[config.mk]
export PLATFORM = sky130hd
export DESIGN_NAME = ov5640_cfg_seq
export DESIGN_NICKNAME = d
export VERILOG_FILES = /design/src/rtl/ov5640_cfg_seq.sv
export SDC_FILE = /design/constraint.sdc
export NUM_CORES = 1
export LEC_CHECK = 0
export BUFFER_PORTS_ARGS = -buffer_cell sky130_fd_sc_hd__buf_2
export CAP_MARGIN = 0
export CORE_MARGIN = 4
export CORE_UTILIZATION = 37
export CTS_CLUSTER_DIAMETER = 30
export DETAILED_ROUTE_END_ITERATION = 8
export PLACE_DENSITY = 0.53
export SLEW_MARGIN = 40
export SYNTH_ARGS = -nofsm -noshare
export SYNTH_HDL_FRONTEND = slang
export SYNTH_SLANG_ARGS = --single-unit
[constraint.sdc]
create_clock -name sysclk -period 3.2 [get_ports sysclk]
set_clock_uncertainty 0.1 [all_clocks]
set_input_delay 0.8 -clock sysclk [delete_from_list [all_inputs] [get_ports sysclk]]
set_output_delay 0.8 -clock sysclk [all_outputs]
set_load 0.01 [all_outputs]
[src/rtl/ov5640_cfg_seq.sv]
// ----------------------------------------------------------------------------
// ov5640_cfg_seq
// Walks an external register table and writes each {reg_addr, reg_val} entry
// to the OV5640 through an SCCB write master. A table entry whose address is
// 16'hFFFF is not written. Instead it inserts a wait of reg_val milliseconds.
// A NACKed write is retried up to MAX_RETRY times before the sequencer parks
// in an error state.
//
// Ports
//   sysclk      : single clock, rising edge
//   rst         : asynchronous, active-high reset
//   pwr_done    : sensor powered and out of reset (level)
//   cfg_start   : one-cycle pulse, restart the table from entry 0
//   rom_addr    : table index presented to the external table
//   rom_data    : table word {reg_addr[15:0], reg_val[7:0]}, one cycle latency
//   sccb_req    : write request, held until sccb_done
//   sccb_addr   : register address for the current write
//   sccb_wdata  : register value for the current write
//   sccb_done   : one-cycle pulse, write transaction finished
//   sccb_nack   : qualified by sccb_done, slave did not acknowledge
//   cfg_busy    : sequencing in progress
//   cfg_done    : every table entry written
//   cfg_err     : retries exhausted on some entry
// ----------------------------------------------------------------------------
module ov5640_cfg_seq #(
   parameter int REG_NUM   = 252,
   parameter int CLK_FREQ  = 50_000_000,
   parameter int MAX_RETRY = 3
) (
   input  logic        sysclk,
   input  logic        rst,
   input  logic        pwr_done,
   input  logic        cfg_start,
   output logic [9:0]  rom_addr,
   input  logic [23:0] rom_data,
   output logic        sccb_req,
   output logic [15:0] sccb_addr,
   output logic [7:0]  sccb_wdata,
   input  logic        sccb_done,
   input  logic        sccb_nack,
   output logic        cfg_busy,
   output logic        cfg_done,
   output logic        cfg_err
);

   localparam int MS_CYC = CLK_FREQ / 1000;
   // A sub-kHz clock would give a zero-length millisecond. Use at least one
   // cycle per millisecond in that case.
   localparam int MS_EFF = (MS_CYC < 1) ? 1 : MS_CYC;
   localparam int DLY_W  = $clog2(255 * MS_EFF + 1);
   localparam int RTY_W  = ($clog2(MAX_RETRY + 1) < 1) ? 1 : $clog2(MAX_RETRY + 1);

   localparam logic [9:0]       LAST_IDX = 10'(REG_NUM - 1);
   localparam logic [RTY_W-1:0] RTY_MAX  = RTY_W'(MAX_RETRY);

   localparam logic [3:0] S_IDLE     = 4'd0;
   localparam logic [3:0] S_FETCH    = 4'd1;
   localparam logic [3:0] S_LATCH    = 4'd2;
   localparam logic [3:0] S_WRITE    = 4'd3;
   localparam logic [3:0] S_WAIT_ACK = 4'd4;
   localparam logic [3:0] S_DELAY    = 4'd5;
   localparam logic [3:0] S_NEXT     = 4'd6;
   localparam logic [3:0] S_DONE     = 4'd7;
   localparam logic [3:0] S_ERR      = 4'd8;

   logic [3:0]       r_state;
   logic [9:0]       r_index;
   logic [RTY_W-1:0] r_retry;
   logic [DLY_W-1:0] r_dly_cnt;
   logic             r_sccb_req;
   logic [15:0]      r_sccb_addr;
   logic [7:0]       r_sccb_wdata;
   logic             r_restart_pend;

   logic [DLY_W-1:0] w_dly_prod;
   logic [DLY_W-1:0] w_dly_load;
   logic             w_bus_owned;

   assign w_dly_prod = DLY_W'(rom_data[7:0]) * DLY_W'(MS_EFF);
   // A zero-millisecond delay entry still costs exactly one cycle.
   assign w_dly_load = (rom_data[7:0] == 8'd0) ? DLY_W'(1) : w_dly_prod;

   // Once sccb_req is on the wire, the master owns the transaction. Restart
   // and power loss wait for sccb_done so that a half-finished write is never
   // abandoned.
   assign w_bus_owned = (r_state == S_WAIT_ACK) || ((r_state == S_WRITE) && r_sccb_req);

   always_ff @(posedge sysclk or posedge rst) begin
      if (rst) begin
         r_state        <= S_IDLE;
         r_index        <= '0;
         r_retry        <= '0;
         r_dly_cnt      <= '0;
         r_sccb_req     <= 1'b0;
         r_sccb_addr    <= '0;
         r_sccb_wdata   <= '0;
         r_restart_pend <= 1'b0;
      end else if (w_bus_owned) begin
         if (cfg_start && pwr_done) begin
            r_restart_pend <= 1'b1;
         end
         if (r_state == S_WRITE) begin
            r_state <= S_WAIT_ACK;
         end else if (sccb_done) begin
            r_sccb_req     <= 1'b0;
            r_restart_pend <= 1'b0;
            if (!pwr_done) begin
               r_state   <= S_IDLE;
               r_index   <= '0;
               r_retry   <= '0;
               r_dly_cnt <= '0;
            end else if (r_restart_pend || cfg_start) begin
               r_state   <= S_FETCH;
               r_index   <= '0;
               r_retry   <= '0;
               r_dly_cnt <= '0;
            end else if (!sccb_nack) begin
               r_retry <= '0;
               r_state <= S_NEXT;
            end else if (r_retry < RTY_MAX) begin
               r_retry <= r_retry + 1'b1;
               r_state <= S_WRITE;
            end else begin
               r_state <= S_ERR;
            end
         end
      end else if (!pwr_done) begin
         r_state        <= S_IDLE;
         r_index        <= '0;
         r_retry        <= '0;
         r_dly_cnt      <= '0;
         r_sccb_req     <= 1'b0;
         r_restart_pend <= 1'b0;
      end else if (cfg_start) begin
         r_state        <= S_FETCH;
         r_index        <= '0;
         r_retry        <= '0;
         r_dly_cnt      <= '0;
         r_sccb_req     <= 1'b0;
         r_restart_pend <= 1'b0;
      end else begin
         case (r_state)
            S_IDLE: begin
               r_index <= '0;
               r_retry <= '0;
               r_state <= S_FETCH;
            end
            S_FETCH: begin
               r_state <= S_LATCH;
            end
            S_LATCH: begin
               r_sccb_addr  <= rom_data[23:8];
               r_sccb_wdata <= rom_data[7:0];
               if (rom_data[23:8] == 16'hFFFF) begin
                  r_dly_cnt <= w_dly_load;
                  r_state   <= S_DELAY;
               end else begin
                  r_sccb_req <= 1'b1;
                  r_state    <= S_WRITE;
               end
            end
            S_WRITE: begin
               // WRITE is only reached with sccb_req low on a retry. That
               // cycle is the mandatory low gap, and the request rises next.
               r_sccb_req <= 1'b1;
            end
            S_DELAY: begin
               if (r_dly_cnt <= DLY_W'(1)) begin
                  r_dly_cnt <= '0;
                  r_state   <= S_NEXT;
               end else begin
                  r_dly_cnt <= r_dly_cnt - 1'b1;
               end
            end
            S_NEXT: begin
               if (r_index == LAST_IDX) begin
                  r_state <= S_DONE;
               end else begin
                  r_index <= r_index + 10'd1;
                  r_state <= S_FETCH;
               end
            end
            S_DONE, S_ERR: begin
               r_state <= r_state;
            end
            default: begin
               r_state <= S_IDLE;
            end
         endcase
      end
   end

   assign rom_addr   = r_index;
   assign sccb_req   = r_sccb_req;
   assign sccb_addr  = r_sccb_addr;
   assign sccb_wdata = r_sccb_wdata;
   assign cfg_busy   = (r_state == S_FETCH) || (r_state == S_LATCH) ||
                       (r_state == S_WRITE) || (r_state == S_WAIT_ACK) ||
                       (r_state == S_DELAY) || (r_state == S_NEXT);
   assign cfg_done   = (r_state == S_DONE);
   assign cfg_err    = (r_state == S_ERR);

endmodule
==> results_dict.tcl <==
set metrics [dict create \
    outcome "complete, but fails checks" \
    failed_checks "setup timing" \
    total_leakage_power_nw 3.279 \
    hold_path_class "reg2reg" \
    yosys-top-cells-area "dfrtp_1 (32%), ha_1 (15%), fa_1 (4.6%)" \
    worstSkewPairLatency_ps 340 \
    ys_seq_area_frac 0.3158 \
    tritoncts "done" \
    drv_cap 0 \
    switching_share 0.3813 \
    worstMarginPinSlew_ps 748.3 \
    synth_cells 579 \
    ys_seq_elements 66 \
    synth.most_common_cell "dfrtp_1" \
    pin_count 68 \
    synth_cell_types 63 \
    num_antenna_cells 0 \
    synth.avg_cell_area_um2 9.033 \
    cts_sinks 66 \
    async_flop_share 1.000 \
    sequentialPowerShare 0.263 \
    place_inst 871 \
    dpl_worst_slack_ps -939.3 \
    worstSetupPathType "in2reg" \
    grt_pass1_vias 4986 \
    crit_family "adder cells" \
    start_util 0.3768 \
    finalMaxSlewViolations 0 \
    rsz0062_at_grt "yes" \
    finish.instance_area_um2 6967 \
    core_um2 13880 \
    h-tree-depth 3 \
    ys.flop_type "dfrtp_1" \
    rows 43 \
    cts_root_buf "clkbuf_16" \
    die_w_um 126.9 \
    pwr_density_cell_nw_per_um2 630.2 \
    critical_path_depth 13 \
    synth-edff-count 0 \
    clk_pin_slew_ps 60 \
    layout_setup_ws_ps -552.3 \
    fp.dieArea_um2 16100 \
    portBuffers 67 \
    ant_nets 0 \
    vias_per_cell 5.530 \
    yosys_warnings 0 \
    setup_tns_ps -5443 \
    start_kind "input pin" \
    first_pass_iters 5 \
    pwr-share-clk 0.236 \
    power_frac_comb 0.502 \
    critPathMaxStageDelay_ps 530 \
    finalSetupViolCount 13 \
    slowest_stage "fa_1" \
    drc 0 \
    final_cells 894 \
    synth_top_cell_by_area "dfrtp_1" \
    p_sw_mw 1.674 \
    overflow 0 \
    synth_common_cells "dfrtp_1 (66), ha_1 (61), nand2_1 (57)" \
    finalCritPeriodShare 1.173 \
    ir_drop_v 0.0002921 \
    detail_route.iter0.violations 368 \
    antenna_found_initial 0 \
    syn_nets 682 \
    cp_max_fo 4 \
    dieHeight_um 126.9 \
    critPathCaptureType "flip-flop" \
    worstPathBufferInverterCount 2 \
    p_int_mw 2.717 \
    wl_mm 14.93 \
    via_count 4944 \
    clockBufferDepth 2 \
    nNetsFinal 812 \
    grt_first_pass_wirelength_mm 24.65 \
    crit_required_ps 3300 \
    dp_hpwl_mm 11.34 \
    cts_made_buffers 9 \
    grt_max_degree 67 \
    cp.arrival_ps 3860 \
    placed_area_um2 6409 \
    path_cells "buf_8 > ha_4 > fa_1 > fa_1 > ha_4 > ha_4 > a21oi_4 > o32ai_4 > a41oi_4 > buf_4 > a31oi_2 > xnor2_1 > o211ai_1" \
    netlist.area_leader.share 0.3158 \
    fmax_mhz 266.5 \
    gp_congestion 0.9449 \
    final_layout_size_suffix_gt1_frac 0.3123 \
    routedWlPerCell_um 16.70 \
    synthesis.area_um2 5230 \
    fin_crit_ps 3752 \
    maxSlewHeadroom 0.5011 \
    area_growth_pct 33.21 \
    reg2reg_depth 7 \
    cpMostUsedCell "ha_4" \
    grtUsageTotal 0.1892 \
    post_cts_hold_buffer_count 0 \
    hold_violations 0 \
    min_path_cells 2 \
]
kinds of logic after synthesis:
logic type / Yosys count / share of synthesized area
buffers and inverters: 42 / 0.03302
AND/OR/NAND/NOR: 188 / 0.1852
AO/OA/AOI/OAI: 177 / 0.2108
adder cells (fa/ha/maj): 73 / 0.1919
XOR/XNOR: 16 / 0.02679
multiplexers: 17 / 0.03660
flip-flops: 66 / 0.3158
metrics by stage:
stage	power (mW)	hold slack (ps)	utilization
finish	4.391	374.7	0.5019
global route	4.698	407.0	0.5019
CTS	4.356	379.3	0.4957
detailed placement	3.158	366.1	0.4617
global placement	3.131	358.4	0.4614
floorplan	2.442	377.2	-
sequential cells by signal, summed over array words and instances, names as in the netlist:
register        flops
r_state             4
rom_addr           10
r_dly_cnt          24
sccb_addr          16
r_restart_pend      1
sccb_req            1
r_retry             2
sccb_wdata          8
layout by cell type (no fill, tap or decap), drive strengths merged, types with 3 or more instances in the layout:
| cell | count |
|---|---|
| nor3 | 13 |
| xor2 | 6 |
| a211oi | 3 |
| and3 | 10 |
| nor2b | 4 |
| or3 | 6 |
| ha | 61 |
| nor4 | 12 |
| a21oi | 38 |
| a22o | 4 |
| nand3 | 17 |
| mux2 | 17 |
| nand2 | 58 |
| and2 | 6 |
| dfrtp | 66 |
| o31ai | 10 |
| inv | 23 |
| nand4 | 8 |
| xnor2 | 10 |
| a21o | 8 |
| o21ai | 69 |
| o211ai | 5 |
| nor2 | 36 |
| fa | 12 |
| a22oi | 3 |
| a31oi | 7 |
| clkbuf | 12 |
| nand2b | 9 |
| buf | 138 |
| o22ai | 3 |
| o21a | 4 |
routing by layer:
layer | part of all wire | GRT usage
met1 | 0.47 | 0.2653
met2 | 0.46 | 0.2967
met3 | 0.043 | 0.03495
met4 | 0.019 | 0.05931
met5 | 0 | 0
final cells by class:
cell class,count,area [um^2]
inverter,23,88.84
multi-input combinational,471,3772
timing repair buffer,138,922.1
fill,1324,6914
clock inverter,4,50.05
tap,180,225.2
clock buffer,12,256.5
sequential,66,1652
worst paths after layout:
check / start / slack [ps] / endpoint
setup / recovery: rom_data[3] / -550 / r_dly_cnt[19]
hold / removal: sccb_wdata[3] / 370 / sccb_wdata[3]
setup reg to reg: r_dly_cnt[8] / 550 / r_state[3]
hold reg to reg: sccb_wdata[3] / 370 / sccb_wdata[3]
max in group asynchronous: rst / 2050 / r_dly_cnt[18]
min in group asynchronous: rst / 530 / rom_addr[0]
tightest hold or removal path: stages (launching register included):
cell,delay [ps]
dfrtp_1,330
nand2_1,50
o21ai_0,60
timing repair:
item                       CTS  global route
hold endpoints to repair     0             0
setup buffers                4             4
setup endpoints to repair   13            14
pin swaps                   28             8
resized for setup           38             9
cloned                       0             0
power groups by stage:
| stage | combinational, mW | clock (mW) | sequential [mW] |
|---|---|---|---|
| floorplan | 1.24 | 0 | 1.20 |
| detailed placement | 1.99 | 0 | 1.17 |
| global placement | 1.97 | 0 | 1.16 |
| CTS | 2.14 | 1.07 | 1.15 |
| finish | 2.20 | 1.04 | 1.15 |
| global route | 2.41 | 1.10 | 1.18 |
Power figures use the tool's default switching activity.
